$ cat config.mk
export PLATFORM = sky130hd
export DESIGN_NAME = int_clint
export DESIGN_NICKNAME = d
export VERILOG_FILES = /design/src/rtl/int_clint.sv
export SDC_FILE = /design/constraint.sdc
export NUM_CORES = 1
export LEC_CHECK = 0
export CAP_MARGIN = 20
export CORE_MARGIN = 2
export CORE_UTILIZATION = 58
export DETAILED_ROUTE_END_ITERATION = 6
export DONT_BUFFER_PORTS = 1
export GPL_TIMING_DRIVEN = 0
export PLACE_DENSITY = 0.74
export SLEW_MARGIN = 40
export SYNTH_ARGS = -nofsm -noshare
export SYNTH_HDL_FRONTEND = slang
export SYNTH_SLANG_ARGS = --single-unit
$ cat constraint.sdc
create_clock -name clk -period 5.95 [get_ports clk]
set_input_delay 0.8925 -clock clk [delete_from_list [all_inputs] [get_ports clk]]
set_output_delay 0.8925 -clock clk [all_outputs]
set_load 0.05 [all_outputs]
$ cat src/rtl/int_clint.sv
// ============================================================================
// Module      : int_clint
// Description : Core-local interruptor with msip, 64-bit mtime and mtimecmp,
//               reached through a single-outstanding valid/ready slave port.
// Revision    : 1.0 - initial release
// ============================================================================
`default_nettype none

module int_clint #(
   parameter int          TICK_DIV  = 1,
   parameter logic [15:0] BASE_MSIP = 16'h0000,
   parameter logic [15:0] BASE_CMP  = 16'h4000,
   parameter logic [15:0] BASE_TIME = 16'hBFF8
) (
   input  logic        clk,
   input  logic        rst,
   input  logic        bus_clint_valid,
   output logic        clint_bus_ready,
   input  logic        bus_clint_wr,
   input  logic [15:0] bus_clint_addr,
   input  logic [31:0] bus_clint_wdata,
   output logic        clint_bus_rvalid,
   input  logic        bus_clint_rready,
   output logic [31:0] clint_bus_rdata,
   output logic        clint_bus_err,
   output logic        clint_int_tmr,
   output logic        clint_int_sft
);

   typedef enum logic [0:0] {
      ST_IDLE = 1'b0,
      ST_RESP = 1'b1
   } state_t;

   localparam logic [15:0] c_word_mask = 16'hFFFC;
   localparam logic [15:0] c_msip      = BASE_MSIP & c_word_mask;
   localparam logic [15:0] c_cmp_lo    = BASE_CMP & c_word_mask;
   localparam logic [15:0] c_cmp_hi    = (BASE_CMP + 16'd4) & c_word_mask;
   localparam logic [15:0] c_time_lo   = BASE_TIME & c_word_mask;
   localparam logic [15:0] c_time_hi   = (BASE_TIME + 16'd4) & c_word_mask;

   state_t      r_state;
   state_t      w_state_nxt;
   logic        w_accept;
   logic        w_wr;
   logic        w_tick;
   logic [15:0] w_addr;
   logic        w_sel_msip;
   logic        w_sel_cmp_lo;
   logic        w_sel_cmp_hi;
   logic        w_sel_time_lo;
   logic        w_sel_time_hi;
   logic        w_mapped;
   logic [31:0] w_rd_val;

   logic [63:0] r_mtime;
   logic [63:0] r_mtimecmp;
   logic        r_msip;
   logic [31:0] r_rdata;
   logic        r_err;
   logic        r_int_tmr;
   logic        r_int_sft;

   // ------------------------------------------------------------------
   // Request/response handshake
   // ------------------------------------------------------------------
   always_ff @(posedge clk or posedge rst) begin
      if (rst) begin
         r_state <= ST_IDLE;
      end else begin
         r_state <= w_state_nxt;
      end
   end

   always_comb begin
      w_state_nxt      = r_state;
      clint_bus_ready  = 1'b0;
      clint_bus_rvalid = 1'b0;
      case (r_state)
         ST_IDLE: begin
            clint_bus_ready = 1'b1;
            if (bus_clint_valid) begin
               w_state_nxt = ST_RESP;
            end
         end
         ST_RESP: begin
            clint_bus_rvalid = 1'b1;
            if (bus_clint_rready) begin
               w_state_nxt = ST_IDLE;
            end
         end
         default: w_state_nxt = ST_IDLE;
      endcase
   end

   assign w_accept = bus_clint_valid && clint_bus_ready;
   assign w_wr     = w_accept && bus_clint_wr;

   // ------------------------------------------------------------------
   // Register map decode (address bits [1:0] are don't-care)
   // ------------------------------------------------------------------
   assign w_addr        = bus_clint_addr & c_word_mask;
   assign w_sel_msip    = (w_addr == c_msip);
   assign w_sel_cmp_lo  = (w_addr == c_cmp_lo);
   assign w_sel_cmp_hi  = (w_addr == c_cmp_hi);
   assign w_sel_time_lo = (w_addr == c_time_lo);
   assign w_sel_time_hi = (w_addr == c_time_hi);
   assign w_mapped      = w_sel_msip | w_sel_cmp_lo | w_sel_cmp_hi |
                          w_sel_time_lo | w_sel_time_hi;

   always_comb begin
      w_rd_val = 32'd0;
      if (w_sel_msip)    w_rd_val = {31'd0, r_msip};
      if (w_sel_cmp_lo)  w_rd_val = r_mtimecmp[31:0];
      if (w_sel_cmp_hi)  w_rd_val = r_mtimecmp[63:32];
      if (w_sel_time_lo) w_rd_val = r_mtime[31:0];
      if (w_sel_time_hi) w_rd_val = r_mtime[63:32];
   end

   always_ff @(posedge clk or posedge rst) begin
      if (rst) begin
         r_rdata <= 32'd0;
         r_err   <= 1'b0;
      end else if (w_accept) begin
         r_rdata <= (bus_clint_wr || !w_mapped) ? 32'd0 : w_rd_val;
         r_err   <= !w_mapped;
      end
   end

   // ------------------------------------------------------------------
   // Tick prescaler
   // ------------------------------------------------------------------
   generate
      if (TICK_DIV <= 1) begin : g_tick_every
         assign w_tick = 1'b1;
      end else begin : g_prescale
         localparam int                c_pw   = $clog2(TICK_DIV);
         localparam logic [c_pw-1:0]   c_last = c_pw'(TICK_DIV - 1);
         logic [c_pw-1:0]              r_presc;

         assign w_tick = (r_presc == c_last);

         always_ff @(posedge clk or posedge rst) begin
            if (rst) begin
               r_presc <= '0;
            end else if (w_tick) begin
               r_presc <= '0;
            end else begin
               r_presc <= r_presc + c_pw'(1);
            end
         end
      end
   endgenerate

   // ------------------------------------------------------------------
   // Timer, compare and software-interrupt registers
   // ------------------------------------------------------------------
   // A bus write to either mtime half suppresses that cycle's increment.
   always_ff @(posedge clk or posedge rst) begin
      if (rst) begin
         r_mtime <= 64'd0;
      end else if (w_wr && w_sel_time_lo) begin
         r_mtime[31:0] <= bus_clint_wdata;
      end else if (w_wr && w_sel_time_hi) begin
         r_mtime[63:32] <= bus_clint_wdata;
      end else if (w_tick) begin
         r_mtime <= r_mtime + 64'd1;
      end
   end

   always_ff @(posedge clk or posedge rst) begin
      if (rst) begin
         r_mtimecmp <= 64'hFFFF_FFFF_FFFF_FFFF;
         r_msip     <= 1'b0;
      end else begin
         if (w_wr && w_sel_cmp_lo) r_mtimecmp[31:0]  <= bus_clint_wdata;
         if (w_wr && w_sel_cmp_hi) r_mtimecmp[63:32] <= bus_clint_wdata;
         if (w_wr && w_sel_msip)   r_msip            <= bus_clint_wdata[0];
      end
   end

   always_ff @(posedge clk or posedge rst) begin
      if (rst) begin
         r_int_tmr <= 1'b0;
         r_int_sft <= 1'b0;
      end else begin
         r_int_tmr <= (r_mtime >= r_mtimecmp);
         r_int_sft <= r_msip;
      end
   end

   assign clint_bus_rdata = r_rdata;
   assign clint_bus_err   = r_err;
   assign clint_int_tmr   = r_int_tmr;
   assign clint_int_sft   = r_int_sft;

endmodule

`default_nettype wire

# ---- Yosys cells after proc, flatten, opt, wreduce, memory -nomap -nowiden
# Cells that the tools add are included.
# Widths: inputs -> output; s select.
dict set report word_totals {
  reg_bits 165
  inputBits 53
  out_inout_bits 37
  word_cells 46
}
dict set report classes {
  addsub 1
  n_lt_le_gt_ge 1
  eq_ne 5
  mux 14
  bitwise_logic 5
  n_reduce_logical 10
}
# cell count
set ops {}
lappend ops {{$mux 32} 8}
lappend ops {{$add 64x1->64 const B} 1}
lappend ops {{$ge 64x64->1} 1}
lappend ops {{$eq 14x13->1 const B} 2}
lappend ops {{$eq 14x14->1 const B} 2}
lappend ops {{$logic_not 16->1} 1}
lappend ops {{$logic_and 1x1->1} 7}
lappend ops {{$mux 1} 5}
lappend ops {{$or 1x1->1} 4}
lappend ops {{$ne 2x2->1 const B} 1}
lappend ops {{$pmux 1 s2} 1}
lappend ops {{$logic_not 1->1} 1}
lappend ops {{$logic_or 1x1->1} 1}
lappend ops {{$not 1->1} 1}

# ---- Depth between registers and ports, before layout
dict set report logic_depth {
  ltp_word 8
  mapped_depth 9
  depth_no_buf 8
}

# ---- Worst setup path after synthesis
# Ideal clock, no wire load.
dict set report synth_path {
  path_kind {input to register}
  start {input port bus_clint_addr[6]}
  end {register r_mtime[31]}
  setup_time_ps 135
  t_arrival_ps 2831
  required_time_ps 5815
  slack_ps 2984
  cell_stages 8
  path_buffers 4
  cell_sequence {nand4_1 -> or4_1 -> clkbuf_1 -> nor3_1 -> clkbuf_1 -> clkbuf_1 -> clkbuf_1 -> o21ai_0}
}
dict set report synth_between {
  elab_chain_cells 3
  elab_cells_between_ends 6
  classes_between {eq/ne (3); mux (1); reduce/logical (2)}
}
# element line_no
set synth_rtl {}
lappend synth_rtl {{start: declaration} 20} ;# input logic [15:0] bus_clint_addr,
lappend synth_rtl {{$eq 14x14->1, on equally long branches} {106, 107}}
lappend synth_rtl {{$logic_and 1x1->1, on equally long branches} {162, 164}}
lappend synth_rtl {{$ne 2x2->1 (no source line) / $mux 32 (equally long branches)} -}
lappend synth_rtl {{end signal: assignment} 163} ;# r_mtime[31:0] <= bus_clint_wdata;
lappend synth_rtl {{end signal: assignment} 167} ;# r_mtime <= r_mtime + 64'd1;
lappend synth_rtl {{end: declaration} 56} ;# logic [63:0] r_mtime;
# Parallel ways exist; a longest one is shown, timed or not.
# A chain may end at the register's enable or synchronous reset.

# ---- Worst setup path after layout
# Ends and elaborated chain as after synthesis.

==> impl_metrics.toml <==
[timing]
setup_violations = 0
tns_ns = 0
period_share_pct = 61.6
worst_pin_slew_ns = 0.859
finalHoldViolCount = 0
drv_slew = 0
fin_crit_ns = 3.67
relSlewSlack_pct = 42.6
fmax_mhz = 273
fin_skew_ns = 0.0131
hold_slack_ns = 0.252
rsz0062_at_grt = "false"

[worst_setup_path]
slowest_delay_ns = 0.58
critPathArrivalTime_ns = 3.97
cp.required_ns = 6.25
end_kind = "flip-flop"
crit_chain = "nand4_1 -> or4_1 -> clkbuf_1 -> nor3_1 -> clkbuf_1 -> clkbuf_1 -> clkbuf_1 -> o21ai_0"
critPathLaunch = "bus_clint_addr[6]"
crit_top_cell = "clkbuf_1"
worstSetupPathType = "in2reg"
crit_path_max_fanout = 10
r2r-start = "r_state$_DFF_PP0_"
slowest_stage = "or4_1"
crit_path_start_kind = "input pin"

[clock_network]
postCtsSetupBuffers = 0
cts_root_buf = "clkbuf_16"
htree_levels = 4
cts_max_path_buffers = 2
cts_tree = "done"
path_clk_slew_ns = 0.07
cts_made_buffers = 17
ctsHoldBuffers = 0
cts_sinks = 165
ctsResizeCount = 0
clock_latency_ns = 0.46

[floorplan]
die_x_um = 136
fp-row-count = 48
dieArea_um2 = 18500
start_util_pct = 58.8
io_pins = 90
core_um2 = 17200
die_h_um = 136

[grt]
grt_pass1_vias = 9304
grt_antenna_before_repair = 0
gr-usage-all-layers_pct = 37.9
grt_max_degree = 74
grt_pass1_wl_um = 53000
overflow = 0

[routing]
drt-total-wl_um = 34200
routedWlPerCell_um = 24.8
drcViolationCount = 0
ant_nets = 0
drtIter0Drc = 1399
num_vias = 9660
routed_via_density = 7.01
drtPass1Iterations = 6

[placed_design]
io_buffers = 0
dpl_cell_area_um2 = 10500
gp_congestion = 0.988
dpl.hpwl_um = 24700

[final_layout]
area_growth_syn_to_layout_pct = 9.85
final_layout_size_suffix_gt1_share_pct = 13.0
fin_area_um2 = 11100
n_antenna_cell = 0
finalNetCount = 1259
final_util_pct = 64.6

[job]
drv_cap = 0

[synthesis]
synthFlopType = "dfrtp_1"
post-synth-top-area-fraction_pct = 25.0
syn_inst = 1119
ys_seq_area_share_pct = 41.6
syn_nets = 1237
yosys_warnings = 0
synth_edf_count = 0
async_reset_ff_share_pct = 100
yosysTopAreaCell = "dfrtp_1"
syn_area_um2 = 10100
yosysUniqueCellTypes = 65
synth.avg_cell_area_um2 = 9.03
synth-seq-cells = 165
synth.area.top_cells = "dfrtp_1, dfstp_2, ha_1, o21ai_0, nand2_1"

[pwr]
max-vdd-ir-drop_mv = 0.315
p_total_mw = 2.49
p_leak_nw = 4.54
power_density_nw_per_um2 = 224

[hold_path]
worstHoldPathType = "in2async"

[status]
status = "completed"
## flip-flops by register name, indices dropped and copies added (netlist names)
signal and count:
clint_int_tmr 1, clint_bus_rdata 32, r_mtimecmp 64, r_mtime 64
clint_int_sft 1, clint_bus_err 1, r_state 1, r_msip 1
## kinds of logic after synthesis
family | Yosys count | share of synthesized area, %
AO/OA/AOI/OAI | 367 | 23.3
AND/OR/NAND/NOR | 322 | 15.7
flip-flops | 165 | 41.6
buffers and inverters | 141 | 5.26
adder cells (fa/ha/maj) | 65 | 8.05
multiplexers | 40 | 4.38
XOR/XNOR | 19 | 1.65
## path summary, 6_finish.rpt
check,end,slack [ns],depth (start not counted)
setup / recovery,r_mtime[31]$_DFFE_PP0P_,2.28,8
hold / removal,r_mtime[10]$_DFFE_PP0P_,0.25,1
setup reg to reg,r_mtime[63]$_DFFE_PP0N_,2.57,8
hold reg to reg,clint_int_sft$_DFF_PP0_,0.42,0
max in group asynchronous,r_mtimecmp[31]$_DFFE_PP1P_,5.01,2
min in group clk,clint_int_sft$_DFF_PP0_,0.42,0
## critical path, delay by kind of cell
family                 cells  cell delay [ns]
AOI/OAI and AO/OA          1             0.19
buffers and inverters      4             1.85
and+or+nand+nor            3             1.01
## metrics by stage
| stage | setup slack [ns] | cells |
|---|---|---|
| 6_report | 2.28 | 1379 |
| 3_3_place_gp | -1.17 | 1344 |
| 2_1_floorplan | 0.702 | 1119 |
| 5_1_grt | 2.30 | 1379 |
| 3_5_place_dp | 2.07 | 1347 |
| 4_1_cts | 2.52 | 1379 |
## cells in the final DEF, fill, tap and decap left out, drive strengths merged, types with 12 or more instances in the layout
cell	instances
nor3	22
dfstp	64
a222oi	30
ha	65
o21ai	145
nand4	42
o31ai	35
xor2	14
nand3	40
mux2	34
dfrtp	101
nor2	37
and3	14
clkbuf	80
nand2	127
inv	75
o22a	12
a21oi	73
## cell usage after synthesis (all sizes together) (4+ instances only)
cell / number
dfstp: 64
a2bb2oi: 5
buf: 8
dfrtp: 101
o2bb2ai: 5
a21o: 9
o22ai: 4
or4: 6
nand3: 40
o32ai: 4
a21oi: 73
mux2i: 6
xor2: 14
o21ai: 145
inv: 69
nor4: 9
nand4: 42
a222oi: 30
and4: 6
ha: 65
nand2: 127
o21a: 4
and2: 6
a31oi: 5
and3: 14
mux2: 34
clkbuf: 63
or3: 4
xnor2: 5
a22oi: 4
o22a: 12
o31ai: 35
nor2: 37
nor3: 22
## routing by layer
| metal | track usage (%) | part of all wire, % | up-vias |
|---|---|---|---|
| met5 | 0 | 0 | - |
| met4 | 17.2 | 4.4 | 0 |
| met3 | 9.66 | 12 | 127 |
| met2 | 55.8 | 43 | 684 |
| met1 | 52.6 | 40 | 4630 |
| li1 | - | - | 4219 |
## layout make-up
class	count	area (µm²)
clock inverter	15	171
multi-input combinational	813	5410
inverter	70	270
tap	225	282
sequential	165	4210
buffer	71	269
timing repair buffer	3	62.6
fill	1481	6070
clock buffer	17	425
## power by group
| group | leakage [nW] | switching, mW | internal [mW] |
|---|---|---|---|
| clock network | 0.285 | 0.524 | 0.630 |
| registers | 1.90 | 0.0470 | 1.14 |
| logic | 2.35 | 0.0968 | 0.0509 |
| total | 4.54 | 0.668 | 1.82 |
No activity file was read; power rests on OpenSTA's default activity.
